## src/rtl/dmem_pkg.sv

```systemverilog
// rtl/dmem_pkg.sv - shared types and constants for the DMEM bridge
package dmem_pkg;

    typedef enum logic [2:0] {
        IDLE,
        ACCESS,
        RMW_RD,
        RMW_WR,
        DONE
    } state_t;

    typedef enum logic [1:0] {
        SZ_BYTE,
        SZ_HALF,
        SZ_WORD
    } access_size_t;

    // Bit 31 is the LSB; clearing bits 30:31 gives the word address.
    localparam logic [0:31] WORD_MASK = 32'hFFFF_FFFC;

endpackage

```

## src/rtl/dmem_lane_align.sv

```systemverilog
// rtl/dmem_lane_align.sv - big-endian lane extraction and sub-word store merge
module dmem_lane_align
    import dmem_pkg::*;
(
    input  logic [0:31] word,
    input  logic [0:1]  offset,
    input  logic [1:0]  size,
    input  logic        sign_extend,
    input  logic [0:31] new_data,
    output logic [0:31] load_data,
    output logic [0:31] merged
);

    logic [0:7]  byte_lane;
    logic [0:15] half_lane;

    // Lane 0 holds the most significant byte of the word.
    always_comb begin
        byte_lane = word[0:7];
        case (offset)
            2'd0: byte_lane = word[0:7];
            2'd1: byte_lane = word[8:15];
            2'd2: byte_lane = word[16:23];
            2'd3: byte_lane = word[24:31];
            default: byte_lane = word[0:7];
        endcase
        half_lane = offset[0] ? word[16:31] : word[0:15];
    end

    always_comb begin
        load_data = word;
        case (size)
            SZ_BYTE: load_data = {{24{sign_extend & byte_lane[0]}}, byte_lane};
            SZ_HALF: load_data = {{16{sign_extend & half_lane[0]}}, half_lane};
            default: load_data = word;
        endcase
    end

    // Store data arrives right-justified, so its low lane is what gets placed.
    always_comb begin
        merged = word;
        if (size == SZ_BYTE) begin
            case (offset)
                2'd0: merged[0:7]   = new_data[24:31];
                2'd1: merged[8:15]  = new_data[24:31];
                2'd2: merged[16:23] = new_data[24:31];
                2'd3: merged[24:31] = new_data[24:31];
                default: merged = word;
            endcase
        end else if (size == SZ_HALF) begin
            if (offset[0]) begin
                merged[16:31] = new_data[16:31];
            end else begin
                merged[0:15] = new_data[16:31];
            end
        end else begin
            merged = new_data;
        end
    end

endmodule

```

## src/rtl/dmem_bridge.sv

```systemverilog
// rtl/dmem_bridge.sv - MEM-stage DMEM port to req/ack external memory bridge
module dmem_bridge
    import dmem_pkg::*;
#(
    parameter int WAIT_LIMIT  = 255,
    parameter bit CHECK_ALIGN = 1'b1
) (
    input  logic        clock,
    input  logic        reset,
    input  logic [0:31] addr_from_proc,
    input  logic [0:31] data_from_proc,
    input  logic        read_from_proc,
    input  logic        write_enable_from_proc,
    input  logic        byte_from_proc,
    input  logic        half_word_from_proc,
    input  logic        sign_extend_from_proc,
    output logic [0:31] data_to_proc,
    output logic        stall,
    output logic        misalign,
    output logic        bus_error,
    output logic        mem_req,
    output logic        mem_we,
    output logic [0:31] mem_addr,
    output logic [0:31] mem_wdata,
    input  logic [0:31] mem_rdata,
    input  logic        mem_ack
);

    localparam int               CNT_W     = $clog2(WAIT_LIMIT + 1);
    localparam logic [CNT_W-1:0] CNT_LIMIT = CNT_W'(WAIT_LIMIT);

    state_t           state;
    state_t           state_next;
    access_size_t     size_in;
    access_size_t     size_q;
    logic [0:1]       offset_q;
    logic             sign_q;
    logic             store_q;
    logic [0:31]      store_data_q;
    logic [CNT_W-1:0] wait_cnt;
    logic [CNT_W-1:0] cnt_inc;
    logic             req;
    logic             is_store;
    logic             misaligned;
    logic             ack;
    logic             waiting;
    logic             timeout;
    logic [0:31]      load_word;
    logic [0:31]      merged_word;

    assign req      = read_from_proc | write_enable_from_proc;
    assign is_store = write_enable_from_proc;
    assign stall    = req && (state != DONE);

    always_comb begin
        size_in = SZ_WORD;
        if (byte_from_proc) begin
            size_in = SZ_BYTE;
        end else if (half_word_from_proc) begin
            size_in = SZ_HALF;
        end
    end

    assign misaligned = CHECK_ALIGN &&
                        (((size_in == SZ_HALF) && addr_from_proc[31]) ||
                         ((size_in == SZ_WORD) && (addr_from_proc[30:31] != 2'b00)));

    // An ack only counts while a request is on the bus; the first RMW_WR cycle is the bus gap.
    assign ack     = mem_ack && mem_req;
    assign waiting = (state == ACCESS) || (state == RMW_RD) || ((state == RMW_WR) && mem_req);
    assign cnt_inc = wait_cnt + CNT_W'(1);
    assign timeout = waiting && !ack && (cnt_inc == CNT_LIMIT);

    dmem_lane_align u_lane (
        .word        (mem_rdata),
        .offset      (offset_q),
        .size        (size_q),
        .sign_extend (sign_q),
        .new_data    (store_data_q),
        .load_data   (load_word),
        .merged      (merged_word)
    );

    always_ff @(posedge clock) begin
        if (reset) begin
            state <= IDLE;
        end else begin
            state <= state_next;
        end
    end

    always_comb begin
        state_next = state;
        case (state)
            IDLE: begin
                if (req) begin
                    if (misaligned) begin
                        state_next = DONE;
                    end else if (is_store && (size_in != SZ_WORD)) begin
                        state_next = RMW_RD;
                    end else begin
                        state_next = ACCESS;
                    end
                end
            end
            ACCESS, RMW_WR: begin
                if (ack || timeout) begin
                    state_next = DONE;
                end
            end
            RMW_RD: begin
                if (ack) begin
                    state_next = RMW_WR;
                end else if (timeout) begin
                    state_next = DONE;
                end
            end
            DONE:    state_next = IDLE;
            default: state_next = IDLE;
        endcase
    end

    always_ff @(posedge clock) begin
        if (reset) begin
            mem_req      <= 1'b0;
            mem_we       <= 1'b0;
            mem_addr     <= '0;
            mem_wdata    <= '0;
            data_to_proc <= '0;
            misalign     <= 1'b0;
            bus_error    <= 1'b0;
            wait_cnt     <= '0;
            size_q       <= SZ_WORD;
            offset_q     <= 2'b00;
            sign_q       <= 1'b0;
            store_q      <= 1'b0;
            store_data_q <= '0;
        end else begin
            misalign <= 1'b0;
            case (state)
                IDLE: begin
                    if (req) begin
                        size_q       <= size_in;
                        offset_q     <= addr_from_proc[30:31];
                        sign_q       <= sign_extend_from_proc;
                        store_q      <= is_store;
                        store_data_q <= data_from_proc;
                        wait_cnt     <= '0;
                        if (misaligned) begin
                            misalign     <= 1'b1;
                            data_to_proc <= '0;
                        end else begin
                            mem_req  <= 1'b1;
                            mem_we   <= is_store && (size_in == SZ_WORD);
                            mem_addr <= addr_from_proc & WORD_MASK;
                            if (is_store) begin
                                mem_wdata <= data_from_proc;
                            end
                        end
                    end
                end
                ACCESS, RMW_RD, RMW_WR: begin
                    if (!mem_req) begin
                        // Gap cycle after the RMW read; relaunch as the write phase.
                        mem_req  <= 1'b1;
                        mem_we   <= 1'b1;
                        wait_cnt <= '0;
                    end else if (ack) begin
                        mem_req  <= 1'b0;
                        mem_we   <= 1'b0;
                        wait_cnt <= '0;
                        if ((state == ACCESS) && !store_q) begin
                            data_to_proc <= load_word;
                        end
                        if (state == RMW_RD) begin
                            mem_wdata <= merged_word;
                        end
                    end else if (timeout) begin
                        mem_req      <= 1'b0;
                        mem_we       <= 1'b0;
                        bus_error    <= 1'b1;
                        data_to_proc <= '0;
                    end else begin
                        wait_cnt <= cnt_inc;
                    end
                end
                default: ;
            endcase
        end
    end

endmodule

```

## config.mk

```make
export PLATFORM = sky130hd
export DESIGN_NAME = dmem_bridge
export DESIGN_NICKNAME = d
export VERILOG_FILES = /design/src/rtl/dmem_pkg.sv /design/src/rtl/dmem_lane_align.sv /design/src/rtl/dmem_bridge.sv
export SDC_FILE = /design/constraint.sdc
export NUM_CORES = 1
export LEC_CHECK = 0
export BUFFER_PORTS_ARGS = -buffer_cell sky130_fd_sc_hd__buf_2
export CORE_ASPECT_RATIO = 1.5
export CORE_MARGIN = 2
export CORE_UTILIZATION = 35
export DETAILED_ROUTE_END_ITERATION = 10
export MAX_ROUTING_LAYER = met4
export PLACE_DENSITY = 0.61
export SLEW_MARGIN = 10
export SYNTH_ARGS = -nofsm -noshare
export SYNTH_HDL_FRONTEND = slang
export SYNTH_SLANG_ARGS = --single-unit
```

## constraint.sdc

```tcl
create_clock -name clock -period 2.3 [get_ports clock]
set_clock_uncertainty 0.2 [all_clocks]
set_input_delay 0.345 -clock clock [delete_from_list [all_inputs] [get_ports clock]]
set_output_delay 0.345 -clock clock [all_outputs]
set_load 0.02 [all_outputs]
```

Word-level counts from Yosys, hierarchy flattened. Index checks and enable logic that the tools add are counted.

Register bits: 147. Bits in latches: 0. RAM bits: 0. Bits in read-only memories: 0. Logic and storage cells: 132. Memories kept: 0.

Add/subtract/negate cells: 1. Multipliers: 0. Div/mod/pow operators: 0. Order comparisons: 0. Eq/ne operators: 25. Shift-type cells: 0. Multiplexer cells: 52. Bitwise gates (word level): 7. Reduce and logical (&&, ||, !) cells: 33.

Operators by type and width (count): $mux 32 (14); $pmux 32 s2 (3); $mux 8 (8); $mux 16 (3); $pmux 8 s4 (1); $ne 2x2->1 const B (9); $pmux 8 s2 (1); $mux 3 (5); $ne 3x3->1 const B (4); $reduce_and 3->1 (4); $mux 1 (11); $logic_and 1x1->1 (10); $pmux 3 s3 (1); $add 8x1->8 const B (1); $eq 8x8->1 const B (1); $ne 4x4->1 const B (2); $reduce_and 4->1 (2); $reduce_and 7->1 (1); $eq 2x1->1 const B (3); $eq 2x2->1 const B (3); $eq 3x2->1 const B (2); $mux 2 (3); $reduce_and 6->1 (1); $reduce_or 3->1 (2); other kinds (12) (23).

Longest topological paths before layout. Gate-level depths: netlist (run 1).

Depth in word-level cells: 9. Mapped depth: 10. Gate-level depth less buffers: 8.

By module. A second synthesis (run 1) with hierarchy kept.

Cells, all modules: 968. Area total of the unflattened synthesis: 7337.0 um^2.

By module, submodules not included: dmem_bridge (instances 1, cells each 756, area each 5893.2 um^2, sequential area each 2942.8 um^2); dmem_lane_align (instances 1, cells each 212, area each 1443.9 um^2, sequential area each 0.0 um^2).

Worst setup path before layout (run 1). OpenSTA, ideal clock, no wires.

Path kind: reg-to-reg. Start: register wait_cnt[0]. End: register data_to_proc[25] in the netlist's numbering. Setup time: 117 ps. Arrival time: 2071 ps. Data required time: 1983 ps. Path slack: -88 ps. Cell stages (with the launch flop): 10. Clock period less this slack: 2388 ps. Path through: dfxtp_1 ha_1 clkbuf_1 and3b_1 o221ai_1 a221oi_2 o211ai_2 nor2b_1 buf_2 a22o_1.

Longest elaborated chain between the ends: 5.

RTL lines: start: declaration (line dmem_bridge.sv:40) `logic [CNT_W-1:0] wait_cnt;`; start signal: assignment (line dmem_bridge.sv:184) `wait_cnt <= cnt_inc;`; $add 8x1->8 (line dmem_bridge.sv:71) `assign cnt_inc = wait_cnt + CNT_W'(1);`; $eq 8x8->1 (line dmem_bridge.sv:72) `assign timeout = waiting && !ack && (cnt_inc == CNT_LIMIT);`; $logic_and 1x1->1 (line dmem_bridge.sv:72); $ne 3x3->1 (no line); $reduce_and 6->1 (no line); end signal: assignment (line dmem_bridge.sv:173) `data_to_proc <= load_word;`; end: declaration (line dmem_bridge.sv:17) `output logic [0:31] data_to_proc,`.

Every way passes these cells. A chain may end at the register's enable or synchronous reset.

Worst setup path in the final report (run 1).
Start: register wait_cnt[1]. End: register data_to_proc[23] in the netlist's numbering.

Same word-level chain as after synthesis.

==> results.py, run 1 <==
metrics = {
    "outcome": {
        "status": "complete, no violations",
    },
    "detailed_routing": {
        "vias": 7998,
        "wl_per_cell_um": 18.1,
        "top_layer": "met4",
        "drc": 0,
        "wl_met1_um": 10400,
        "wl_met2_um": 13800,
        "wirelength_um": 26900,
        "route.met3.wl_um": 1290,
        "antenna_left": 0,
        "drt_iter0_drc": 511,
        "firstDrtPassIters": 5,
        "vias_per_cell": 5.38,
    },
    "global_route": {
        "overflow": 0,
        "grt_usage": 0.242,
        "grt_max_degree": 145,
        "antenna_found_initial": 1,
        "grt_pass1_vias": 7563,
        "grt_pass1_wl_um": 40100,
    },
    "worst_setup_path": {
        "cp.required_ns": 2.41,
        "path_class": "reg -> reg",
        "cp_slowest_stage_delay_ns": 0.49,
        "slowest_stage": "or4_4",
        "crit_fanout": 8,
        "cp_top_family": "simple AND/OR/NAND/NOR gates",
        "crit_path_cell_trace": "buf_6 > nand2_4 > or4_4 > nand4b_1 > o211ai_4 > clkbuf_16 > nand3b_1 > o41ai_4",
        "crit_path_start_kind": "register",
        "cp-end-kind": "register",
        "crit_arrival_ns": 2.37,
        "crit_buf_inv": 2,
    },
    "logic_synthesis": {
        "synth.area.top_cells": "dfxtp_1 41%, nand2_1 11%, a21oi_1 8.7%",
        "synth-simple-area-share": 0.235,
        "postSynthCellCount": 933,
        "synth-edff-count": 0,
        "netlist_area_um2": 7250,
        "syn_avg_cell_area_um2": 7.77,
        "synth_compound_area_frac": 0.274,
        "synth_cell_types": 63,
        "async_reset_ff_frac": 0,
        "synth_top_area_share": 0.406,
        "synth_top_family_by_area": "compound AO/OA/AOI/OAI gates",
        "synth_fa_ha_area_frac": 0.00345,
        "synth_common_cells": "215 x nand2_1, 147 x dfxtp_1, 126 x a21oi_1",
        "synth_xor_area_frac": 0.00242,
        "yosys.area.top_type": "dfxtp_1",
        "yosys_warnings": 0,
        "ys_seq_area_frac": 0.406,
        "synth_flop_cell": "dfxtp_1",
        "synth_mux_area_frac": 0.0262,
        "yosys.cell_count.top_type": "nand2_1",
        "ys_ff_latch": 147,
    },
    "clocking": {
        "root_buffer": "clkbuf_16",
        "htreeDepth": 4,
        "insertion_delay_ns": 0.43,
        "clk_pin_slew_ns": 0.06,
        "clock-sinks": 147,
        "cts.path.max_buffers": 2,
        "cts_made_buffers": 17,
        "cts_tree": "done",
    },
    "power": {
        "irDropWorstVdd_mv": 0.667,
        "pwr-share-seq": 0.279,
        "pwr-share-comb": 0.495,
        "swShare": 0.426,
        "p_per_area_nw_per_um2": 1220,
        "intPower_mw": 7.30,
        "power.leakage_nw": 4.44,
        "p_total_mw": 12.7,
        "p_switching_mw": 5.42,
        "power_frac_clock": 0.226,
    },
    "floorplanning": {
        "dieWidth_um": 122,
        "dieHeight_um": 180,
        "core_area_um2": 20300,
        "initial_utilization": 0.357,
        "num_rows": 64,
        "die_area_um2": 21900,
        "pin_count": 205,
    },
    "final_layout": {
        "postLayoutCoreUtil": 0.510,
        "drive_gt1_frac": 0.288,
        "fin_area_um2": 10400,
        "finalNetCount": 1315,
        "areaGrowthSynthToFinish_pct": 43.2,
        "layout.cells.non_filler": 1487,
    },
    "placed_design": {
        "place.gp.congestion": 0.938,
        "dp.cells": 1379,
        "dpl.hpwl_um": 18600,
        "preCtsSetupSlack_ns": -0.0563,
        "place_area_um2": 8800,
        "io_buffers": 202,
    },
    "sta": {
        "worstMarginPinSlew_ns": 0.654,
        "finalCriticalPeriod_ns": 2.26,
        "slew_violations": 0,
        "max_freq_ghz": 0.443,
        "setup_violations": 0,
        "worst_slack_ns": 0.0415,
        "grt_setup_unrepaired": "true",
        "hold_violations": 0,
        "finalSetupTns_ns": 0,
        "layout_worst_path_cycle_share": 0.982,
        "whs_ns": 0.0513,
        "max_slew_margin": 0.564,
    },
    "min_path": {
        "hp-class": "in -> reg",
    },
    "flow_run": {
        "max_cap_viol_count": 0,
    },
}
-- what timing repair did --
action,in CTS,in global routing
endpoints found under the setup margin,14,47
resized for setup,3,35
setup buffers,0,4
hold buffers,64,0
pin swaps,0,25
gates cloned,0,8
endpoints found under the hold margin,79,0
-- power groups by stage --
stage / clock network, mW / registers (mW) / logic (mW)
finish: 2.88 / 3.55 / 6.29
global route: 3.03 / 3.60 / 6.83
CTS: 2.93 / 3.53 / 5.70
detailed placement: 0 / 3.58 / 5.60
global placement: 0 / 3.58 / 5.55
floorplan: 0 / 3.90 / 3.22
-- routing by layer --
| layer | track usage | vias to the layer above |
|---|---|---|
| li1 | - | 3865 |
| met1 | 0.269 | 3737 |
| met2 | 0.401 | 309 |
| met3 | 0.0396 | 87 |
| met4 | 0.145 | 0 |
| met5 | - | - |
-- path summary, 6_finish.rpt --
| check | startpoint | endpoint | slack, ns | depth (start not counted) |
|---|---|---|---|---|
| max | wait_cnt[1] | data_to_proc[23] | 0.04 | 8 |
| min | addr_from_proc[30] | offset_q[0] | 0.05 | 3 |
| max reg2reg | wait_cnt[1] | data_to_proc[23] | 0.04 | 8 |
| min reg2reg | mem_addr[12] | mem_addr[12] | 0.25 | 2 |
-- registers in the layout, summed over array words and instances (netlist names), 2 cells and up --
signal,count
mem_addr,30
size_q,2
offset_q,2
store_data_q,32
data_to_proc,32
wait_cnt,8
state,3
mem_wdata,32
-- cell families (layout without fill, tap and decap cells) --
| group | Yosys count | count (layout) |
|---|---|---|
| other | 1 | 3 |
| AND/OR/NAND/NOR | 373 | 373 |
| multiplexers | 18 | 18 |
| buffers and inverters | 91 | 378 |
| XOR/XNOR | 2 | 2 |
| AO/OA/AOI/OAI | 299 | 300 |
| flip-flops | 147 | 147 |
| adder cells (fa/ha/maj) | 2 | 2 |
-- tightest hold or removal path, delay by kind of cell --
kind | cells | cell delay, ns
simple gates | 1 | 0.09
compound gates | 1 | 0.08
buf+inv | 1 | 0.10
-- area by class of cell --
type	instances	area [um^2]
antenna	1	2.50
inverter	11	41.3
clock inverter	15	183
clock buffer	17	425
fill	2014	9960
multi-input combinational	697	4070
sequential	147	2960
tap	264	330
timing repair buffer	335	2370
-- layout by cell type (no fill, tap or decap), types with 22 or more instances in the layout --
cell,netlist,layout
nand3b_1,28,28
buf_2,9,200
o21ai_0,38,38
dfxtp_1,147,140
nand2_1,215,213
dlygate4sd3_1,0,63
nor2b_1,38,37
buf_4,4,52
a21oi_1,126,125
nor2_1,48,46
clkbuf_16,0,22
No activity file was read; power rests on OpenSTA's default activity.
==> inputs of run 2 (changes only) <==
==> constraint.sdc (replaced) <==
create_clock -name clock -period 2.3 [get_ports clock]
set_clock_uncertainty 0.2 [all_clocks]
set_input_delay 0.23 -clock clock [delete_from_list [all_inputs] [get_ports clock]]
set_output_delay 0.23 -clock clock [all_outputs]
set_load 0.02 [all_outputs]
==> results.py, run 2 (synthesized netlist as in run 1, its figures left out) <==
metrics = {
    "sta": {
        "setup_violations": 2,
        "layout_worst_path_cycle_share": 1.01,
        "finalSetupTns_ns": -0.0264,
        "hold_violations": 0,
        "grt_setup_unrepaired": "true",
        "whs_ns": 0.0168,
        "worstMarginPinSlew_ns": 0.702,
        "slew_violations": 0,
        "max_slew_margin": 0.532,
        "max_freq_ghz": 0.430,
        "finalCriticalPeriod_ns": 2.33,
        "worst_slack_ns": -0.0257,
    },
    "clocking": {
        "clock-sinks": 147,
        "insertion_delay_ns": 0.43,
        "cts_tree": "done",
        "cts.path.max_buffers": 2,
        "root_buffer": "clkbuf_16",
        "cts_made_buffers": 17,
        "htreeDepth": 4,
        "clk_pin_slew_ns": 0.06,
    },
    "worst_setup_path": {
        "crit_fanout": 7,
        "cp_slowest_stage_delay_ns": 0.37,
        "crit_path_start_kind": "register",
        "crit_buf_inv": 3,
        "cp_top_family": "compound AO/OA/AOI/OAI gates",
        "path_class": "reg -> reg",
        "crit_path_cell_trace": "buf_6 > inv_1 > ha_1 > nand2_1 > a211o_1 > a221oi_4 > o211ai_4 > clkbuf_16 > o41ai_2",
        "cp-end-kind": "register",
        "cp.required_ns": 2.44,
        "slowest_stage": "dfxtp_4",
        "crit_arrival_ns": 2.47,
    },
    "outcome": {
        "status": "finished with violations",
        "violations": "setup timing",
    },
    "flow_run": {
        "max_cap_viol_count": 0,
    },
    "global_route": {
        "grt_pass1_vias": 7753,
        "antenna_found_initial": 1,
        "grt_usage": 0.247,
        "grt_pass1_wl_um": 41400,
        "grt_max_degree": 145,
        "overflow": 0,
    },
    "final_layout": {
        "fillers": 1945,
        "mostFrequentLayoutCells": "214 x nand2_1, 201 x buf_2, 144 x dfxtp_1",
        "layout.cells.non_filler": 1510,
        "reg.largest.list": "data_to_proc: 32 flops, mem_wdata: 32 flops, store_data_q: 32 flops",
        "final_common_cell": "nand2_1",
        "finalNetCount": 1338,
        "areaGrowthSynthToFinish_pct": 46.0,
        "drive_gt1_frac": 0.277,
        "fin_area_um2": 10600,
    },
    "floorplanning": {
        "die_area_um2": 21900,
        "dieHeight_um": 180,
        "num_rows": 64,
        "dieWidth_um": 122,
        "pin_count": 205,
        "initial_utilization": 0.357,
        "core_area_um2": 20300,
    },
    "placed_design": {
        "dpl.hpwl_um": 18600,
        "io_buffers": 202,
        "dp.cells": 1378,
        "place_area_um2": 8790,
        "place.gp.congestion": 0.943,
    },
    "power": {
        "irDropWorstVdd_mv": 0.615,
        "power.leakage_nw": 4.50,
        "p_total_mw": 12.6,
        "p_per_area_nw_per_um2": 1190,
    },
    "detailed_routing": {
        "firstDrtPassIters": 6,
        "vias_per_cell": 5.36,
        "drt_iter0_drc": 641,
        "wl_per_cell_um": 17.9,
        "wirelength_um": 27000,
        "drc": 0,
        "vias": 8096,
        "antenna_left": 0,
    },
    "min_path": {
        "hp-class": "in -> reg",
    },
}
## run 2: cell types whose count changed in the layout (fill, tap and decap cells not counted), sizes merged
cell	before	now
o211ai	12	11
buf	266	262
clkinv	8	9
clkbuf	22	20
dlygate4sd3	63	94
dlymetal6s4s	1	0
clkinvlp	4	3
## run 2: power breakdown
| part | internal, mW | leakage (nW) | switching, mW | total (mW) |
|---|---|---|---|---|
| Sequential | 3.12 | 1.20 | 0.398 | 3.52 |
| Combinational | 2.39 | 3.01 | 3.81 | 6.20 |
| Clock | 1.71 | 0.290 | 1.17 | 2.88 |
## run 2: final timing paths
kind / cells after the start / slack (ns) / from / end
max: 9 / -0.03 / wait_cnt[0] / data_to_proc[23]
min: 4 / 0.02 / mem_rdata[26] / mem_wdata[26]
max reg2reg: 9 / -0.03 / wait_cnt[0] / data_to_proc[23]
min reg2reg: 2 / 0.25 / mem_addr[12] / mem_addr[12]
## run 2: routing by layer
| metal | wire (um) | global-route usage | vias up |
|---|---|---|---|
| li1 | - | - | 3916 |
| met1 | 10500 | 0.275 | 3767 |
| met2 | 13500 | 0.404 | 296 |
| met3 | 1380 | 0.0459 | 117 |
| met4 | 1680 | 0.153 | 0 |
| met5 | 0 | - | - |
## run 2: repair_timing
action / 4_1_cts / 5_1_grt
hold buffers: 94 / 0
endpoints found under the setup margin: 18 / 54
pin swaps: 1 / 21
gates cloned: 0 / 3
gates resized for setup: 7 / 30
buffers inserted: 0 / 2
endpoints found under the hold margin: 118 / 0
## run 2: through the flow
stage	setup slack (ns)	utilization
2_1_floorplan	0.00842	-
6_report	-0.0257	0.520
3_5_place_dp	-0.0634	0.432
4_1_cts	0.0209	0.510
3_3_place_gp	-0.0248	0.432
5_1_grt	-0.104	0.520
## run 2: final cells by class
type / instances / area (um^2) / share of cell area
Sequential cell: 147 / 2950 / 0.279
Tap cell: 264 / 330 / 0.0312
Inverter: 11 / 41.3 / 0.00390
Antenna cell: 1 / 2.50 / 0.000236
Multi-Input combinational cell: 696 / 4070 / 0.384
Clock buffer: 17 / 425 / 0.0402
Clock inverter: 15 / 180 / 0.0170
Timing Repair Buffer: 359 / 2590 / 0.244
## run 2: tightest hold or removal path, delay by kind of cell
family | cells | cell delay [ns]
AO/OA/AOI/OAI | 2 | 0.20
AND/OR/NAND/NOR | 1 | 0.05
buffers and inverters | 1 | 0.12
